===== config.mk =====
export PLATFORM = sky130hd
export DESIGN_NAME = data_cache
export DESIGN_NICKNAME = d
export VERILOG_FILES = /design/src/rtl/data_cache.sv
export SDC_FILE = /design/constraint.sdc
export NUM_CORES = 1
export LEC_CHECK = 0
export CAP_MARGIN = 30
export CORE_ASPECT_RATIO = 1.1
export CORE_MARGIN = 2
export CORE_UTILIZATION = 45
export DETAILED_ROUTE_END_ITERATION = 8
export DONT_BUFFER_PORTS = 1
export RECOVER_POWER = 50
export SYNTH_ARGS = -nofsm -noshare
export SYNTH_HDL_FRONTEND = slang
export SYNTH_SLANG_ARGS = --single-unit

===== constraint.sdc =====
create_clock -name clk -period 7.1 [get_ports clk]
set_input_delay 2.13 -clock clk [delete_from_list [all_inputs] [get_ports clk]]
set_output_delay 2.13 -clock clk [all_outputs]
set_load 0.005 [all_outputs]

===== src/rtl/data_cache.sv =====
// Direct-mapped, write-back, write-allocate data cache for the MEM stage.
// Each line holds valid, dirty, a tag and four 32-bit words. Loads and stores
// that hit in IDLE complete with no stall. A miss writes back the victim line
// if it is dirty, then allocates the requested line. The request then
// re-evaluates as a hit in IDLE.
//
// Ports:
//   clk, rst           clock; asynchronous active-high reset
//   proc_addr          word address: [1:0] word, [INDEX_W+1:2] index, rest tag
//   proc_read/write    load / store request (both set acts as a store)
//   proc_wdata         store word
//   proc_rdata         load word of the indexed line (combinational)
//   proc_stall         pipeline hold (combinational)
//   mem_read/write     backing-memory line read / write request
//   mem_addr           backing-memory line address
//   mem_wdata          line being written back
//   mem_rdata          line returned by memory
//   mem_ready          memory completes the current transfer this cycle
module data_cache #(
  parameter int unsigned INDEX_W = 3
) (
  input  logic         clk,
  input  logic         rst,
  input  logic [29:0]  proc_addr,
  input  logic         proc_read,
  input  logic         proc_write,
  input  logic [31:0]  proc_wdata,
  output logic [31:0]  proc_rdata,
  output logic         proc_stall,
  output logic         mem_read,
  output logic         mem_write,
  output logic [27:0]  mem_addr,
  output logic [127:0] mem_wdata,
  input  logic [127:0] mem_rdata,
  input  logic         mem_ready
);

  localparam int unsigned LINES = 1 << INDEX_W;
  localparam int unsigned TAG_W = 28 - INDEX_W;

  typedef enum logic [1:0] {IDLE, WRITEBACK, ALLOCATE} state_t;

  state_t state;
  state_t state_next;

  logic [LINES-1:0] valid;
  logic [LINES-1:0] dirty;
  logic [TAG_W-1:0] tags  [LINES];
  logic [127:0]     lines [LINES];

  logic [1:0]         offset;
  logic [INDEX_W-1:0] index;
  logic [TAG_W-1:0]   tag;
  logic [6:0]         word_lsb;
  logic               request;
  logic               hit;
  logic               store_hit;
  logic               fill;

  // Address split and lookup
  assign offset    = proc_addr[1:0];
  assign index     = proc_addr[INDEX_W+1:2];
  assign tag       = proc_addr[29:INDEX_W+2];
  assign word_lsb  = {offset, 5'd0};
  assign request   = proc_read | proc_write;
  assign hit       = valid[index] && (tags[index] == tag);
  assign store_hit = (state == IDLE) && proc_write && hit;
  assign fill      = (state == ALLOCATE) && mem_ready;

  // Loads see the stored word before any same-cycle store lands
  assign proc_rdata = lines[index][word_lsb +: 32];

  // State register
  always_ff @(posedge clk or posedge rst) begin
    if (rst) begin
      state <= IDLE;
    end else begin
      state <= state_next;
    end
  end

  // Next-state logic
  always_comb begin
    state_next = state;
    case (state)
      IDLE: begin
        // mem_ready is deliberately not looked at here
        if (request && !hit) begin
          state_next = (valid[index] && dirty[index]) ? WRITEBACK : ALLOCATE;
        end
      end
      WRITEBACK: begin
        if (mem_ready) begin
          state_next = ALLOCATE;
        end
      end
      ALLOCATE: begin
        if (mem_ready) begin
          state_next = IDLE;
        end
      end
      default: state_next = IDLE;
    endcase
  end

  // Outputs; memory strobes decode from state so reset clears them at once
  always_comb begin
    mem_read   = 1'b0;
    mem_write  = 1'b0;
    mem_addr   = proc_addr[29:2];
    mem_wdata  = lines[index];
    proc_stall = request && !((state == IDLE) && hit);
    case (state)
      WRITEBACK: begin
        mem_write = 1'b1;
        mem_addr  = {tags[index], index};
      end
      ALLOCATE: begin
        mem_read = 1'b1;
      end
      default: ;
    endcase
  end

  // Line status bits
  always_ff @(posedge clk or posedge rst) begin
    if (rst) begin
      valid <= '0;
      dirty <= '0;
    end else if (fill) begin
      valid[index] <= 1'b1;
      dirty[index] <= 1'b0;
    end else if (store_hit) begin
      dirty[index] <= 1'b1;
    end
  end

  // Tag and data arrays (contents are don't-care until valid)
  always_ff @(posedge clk) begin
    if (fill) begin
      lines[index] <= mem_rdata;
      tags[index]  <= tag;
    end else if (store_hit) begin
      lines[index][word_lsb +: 32] <= proc_wdata;
    end
  end

endmodule

## After elaboration in Yosys (flattened, before gate mapping)

Memory sizes are Yosys's and may differ from the RTL's.
Cells that the tools add are included.

| word-level totals | value |
|---|---|
| register bits | 18 |
| RAM bits | 1224 |
| input bits | 195 |
| output and inout bits | 191 |
| logic and storage cells | 313 |
| memories kept | 2 |

| cells by class | value |
|---|---|
| add/subtract/negate cells | 1 |
| magnitude comparators | 2 |
| equal/unequal tests | 6 |
| shift-type cells | 3 |
| multiplexer cells | 149 |
| bitwise operators | 133 |
| reductions and logical operators | 14 |

Memories:

| memory | words | width | read ports | clocked after Yosys merged registers in | write ports | line | source |
|---|---|---|---|---|---|---|---|
| lines | 8 | 128 | 1 | 0 | 1 | 49 | `logic [127:0] lines [LINES];` |
| tags | 8 | 25 | 1 | 0 | 1 | 48 | `logic [TAG_W-1:0] tags [LINES];` |

Operator list:

| cell | number |
|---|---|
| 1-bit 2-to-1 mux | 137 |
| 1-bit OR | 129 |
| 128-bit 2-to-1 mux | 1 |
| 32-bit by 9-bit variable shift with 128-bit output, first input constant | 1 |
| 128-bit by 8-bit indexed part select with 32-bit output | 1 |
| 32-bit by 9-bit indexed part select with 128-bit output | 1 |
| 28-bit 2-to-1 mux | 1 |
| 25-bit == test | 1 |
| 8-bit 2-to-1 mux | 2 |
| 8-bit OR | 2 |
| 1-bit logical AND | 9 |
| 7-bit negation with 9-bit output | 1 |
| 8-bit bitwise AND | 1 |
| 2-bit 2-to-1 mux | 4 |
| 8-bit inverter | 1 |
| 1-bit binary-select mux with 3-bit select | 2 |
| 2-bit inequality test, second input constant | 3 |
| 2-bit one-hot mux with 3 select lines | 1 |
| 3-bit by 4-bit < comparator with 1-bit output, second input constant | 1 |
| 1-bit demux with 3-bit select | 1 |
| 3-bit by 1-bit greater-or-equal comparator with 1-bit output, second input constant | 1 |
| 3-bit AND reduction | 1 |
| 2-bit by 1-bit == test with 1-bit output, second input constant | 1 |
| 2-bit == test, second input constant | 1 |
| 3 further kinds | 4 |

## Logic depth before layout (Yosys ltp)

| depth | value |
|---|---|
| depth after elaboration | 8 |
| depth in mapped cells | 12 |
| mapped depth without buffers | 8 |

## Worst setup path before layout

Ideal clock, no wire load.

| path | value |
|---|---|
| kind | in2out |
| from | input proc_addr[3] |
| to | output proc_rdata[8] |
| arrival time | 4.409 ns |
| data required time | 4.970 ns |
| path slack | 0.561 ns |
| stages | 9 |
| path buffers | 5 |
| path through | clkbuf_1 clkbuf_1 clkbuf_1 nor3_1 clkbuf_1 buf_1 a221oi_1 nand3_1 mux4_2 |

| on the way | value |
|---|---|
| cells in the longest elaborated chain, start to end | 2 |

RTL lines:

| item | line | source |
|---|---|---|
| start, declared | 24 | `input logic [29:0] proc_addr,` |
| memory 8 x 128 bit | -- |  |
| named net mem_wdata[40] | 33 | `output logic [127:0] mem_wdata,` |
| 128-bit by 8-bit indexed part select with 32-bit output | 71 | `assign proc_rdata = lines[index][word_lsb +: 32];` |
| end, declared | 28 | `output logic [31:0] proc_rdata,` |

The timed path passes the listed nets, and every way through them passes these cells.

## Final worst setup path

| path | value |
|---|---|
| from | input proc_addr[4] |
| to | output proc_rdata[19] |

Same word-level chain as after synthesis.

==> out/metrics.yaml <==
floorplanning:
  die_area_um2: 110400
  rows: 126
  chipHeight_um: 348.2
  start_util_pct: 45.29
  core_um2: 107000
  die_x_um: 316.9
  num_io_pins: 386
global_route:
  grt_pass1_wl_um: 221200
  grt_max_degree: 94
  track_usage_pct: 28.92
  grt-ovfl-total: 0
  antenna_found_initial: 43
  grt_pass1_vias: 27330
yosys:
  syn_avg_cell_area_um2: 16.94
  synth_top_area_share_pct: 75.82
  synth_seq_cells: 1242
  synth-async-reset-ratio_pct: 1.449
  synth_edf_count: 1224
  synth_compound_area_share_pct: 9.697
  synth-seq-area-share_pct: 76.75
  yosys_warnings: 0
  ys.flop_type: "edfxtp_1"
  synthCells: 2862
  syn_area_um2: 48480
  synth_largest_area_cell: "edfxtp_1"
  synth-adder-area-share_pct: 0.1290
  synthMuxAreaShare_pct: 6.427
  synth_fp_nets: 3062
  synth_cell_types: 51
  synth_top_family_by_area: "compound AO/OA/AOI/OAI gates"
  synthSimpleGateAreaFrac_pct: 4.021
  synthXorXnorAreaFrac_pct: 0.3975
  netlist_top_cells_area: "edfxtp_1 (76%), a22oi_1 (6.2%), mux2i_1 (3.6%)"
sta:
  worstMarginPinSlew_ns: 2.147
  finalHoldViolCount: 0
  layout_min_cycle_time_ns: 6.988
  maxSlewViolCount: 395
  fmax_mhz: 143.1
  post-route-period-util_pct: 98.42
  rsz0062_at_grt: "false"
  fin_ws_ns: 0.1122
  tns_ns: 0
  timing.slew.headroom_pct: -43.16
  fin_skew_ns: 0.08768
  setup_violations: 0
  hold_ws_ns: 0.4711
place:
  gp_congestion: 0.8736
  pre_cts_ws_ns: 0.5596
  portBuffers: 0
  hpwl_um: 103100
cells_and_area:
  syn_to_final_growth_pct: 13.88
  fillers: 8625
  drive_above_1_share_pct: 13.72
  most-common-layout-cells: "edfxtp_1 (1224), a22oi_1 (402), nand2_1 (184), mux2i_1 (174), inv_1 (133)"
  layout_commonest_cell: "edfxtp_1"
  layout.nets: 3131
setup_path:
  critPathSlowestCell: "mux4_2"
  critPathKind: "in2out"
  cp-end-kind: "output port"
  crit_required_ns: 4.97
  crit_arrival_ns: 4.86
  critical_path.cell_chain: "and3_4, buf_12, a22o_1, a221oi_1, nand3_1, mux4_2"
  critPathMaxFanout: 93
  critPathMaxStageDelay_ns: 0.81
  start_kind: "primary input"
power_and_ir_drop:
  power.density_nw_per_um2: 283.4
  irDropWorstVdd_v: 0.0002287
  power.static_leakage_nw: 18.52
clock_tree:
  cts.clk_slew.worst_paths_ns: 0.06
  clock-sinks: 1242
  clk_latency_ns: 0.75
  cts_resized: 0
  ctsHoldBuffers: 0
  htreeDepth: 3
  clockBufferDepth: 3
  root_buffer: "clkbuf_16"
  cts_tree: "built"
  numCtsBuffers: 119
  postCtsSetupRepairBufs: 0
detailed_routing:
  via_per_inst: 6.396
  drt_iter0_drc: 4130
  antenna_left: 0
  post_drt_wl_per_cell_um: 36.07
  wirelength_um: 161700
  vias: 28670
  firstDrtPassIters: 5
  drc: 0
flow_run:
  cap_viol_max_count: 13
run_status:
  status: "complete, but fails checks"
  violations: "max-capacitance violations, max-slew violations"
hold_path:
  hp-class: "reg2reg"
[cell type report]
| class | instances | area, µm² | share of cell area (%) |
|---|---|---|---|
| flip-flops and latches | 1242 | 37210 | 67.39 |
| multi-input cells | 1300 | 10460 | 18.95 |
| clock buffers | 145 | 3137 | 5.682 |
| well taps | 1408 | 1762 | 3.191 |
| repair buffers | 133 | 1215 | 2.201 |
| clock inverters | 69 | 795.8 | 1.441 |
| inverters | 135 | 506.7 | 0.9179 |
| diodes | 50 | 125.1 | 0.2266 |
[cell families after synthesis]
logic type | after synthesis
flip-flops | 1242
XOR/XNOR | 22
AND/OR/NAND/NOR | 401
buffers and inverters | 320
multiplexers | 240
adder cells (fa/ha/maj) | 5
AO/OA/AOI/OAI | 632
[cell usage after synthesis, drive strengths merged, types with 2 or more instances]
library cell  count
xor2             20
mux4             56
mux2             10
o22ai             5
and3b             3
nor2b            10
a31oi             4
nor2             20
clkbuf          126
nor3b             6
a32oi             2
mux2i           174
dfrtp            18
nand2b            3
a22o             59
a21oi            34
nand4            77
ha                5
a222oi            2
a221oi           63
nand2           185
edfxtp         1224
o32ai             2
nand3            65
a22oi           402
inv             135
o22a              2
buf              59
a211oi            2
or2               9
and2             10
nor3              7
xnor2             2
o21ai            48
[stage by stage]
stage	cells	power, mW	util (%)	cell area, µm²
2_1_floorplan	2862	8.906	-	48480
6_report	4482	15.64	51.57	55210
4_1_cts	4431	15.66	51.51	55130
3_3_place_gp	4217	9.379	47.83	51200
5_1_grt	4462	16.00	51.53	55160
3_5_place_dp	4217	9.400	47.83	51200
[sequential cells by signal (all words and copies together), names as in the netlist, named ones only]
signal,cells
state,2
lines,1024
tags,200
valid,8
[worst max-delay path, delay by kind of cell]
family                 cells  cell delay [ns]
muxes                      1             0.81
and+or+nand+nor            2             1.06
buffers and inverters      1             0.25
AOI/OAI and AO/OA          2             0.43
[per-layer routing]
layer  wire, µm  share of wire, %  global-route usage [%]
met5        272              0.17                       0
met4       8728               5.4                   15.71
met3      21300                13                   10.80
met2      73590                46                   43.21
met1      57780                36                   36.51
[worst paths after layout]
check	slack (ns)	to	start	cells past startpoint
setup / recovery	0.11	proc_rdata[19]	proc_addr[4]	6
hold / removal	0.47	valid[6]$_DFFE_PP0P_	valid[6]$_DFFE_PP0P_	1
setup reg to reg	2.13	lines[0][111]$_DFFE_PP_	tags[3][1]$_DFFE_PP_	9
hold reg to reg	0.47	valid[6]$_DFFE_PP0P_	valid[6]$_DFFE_PP0P_	1
max in group asynchronous	5.17	asynchronous set/reset pin	rst	1
min in group asynchronous	1.43	state[0]$_DFFE_PP0P_	rst	1
[power by group]
group | internal [mW] | total [mW] | switching [mW]
logic | 0.280 | 1.04 | 0.759
clock network | 3.65 | 6.37 | 2.73
registers | 8.20 | 8.23 | 0.0304
Note: power is estimated with default switching activity, not from simulation.
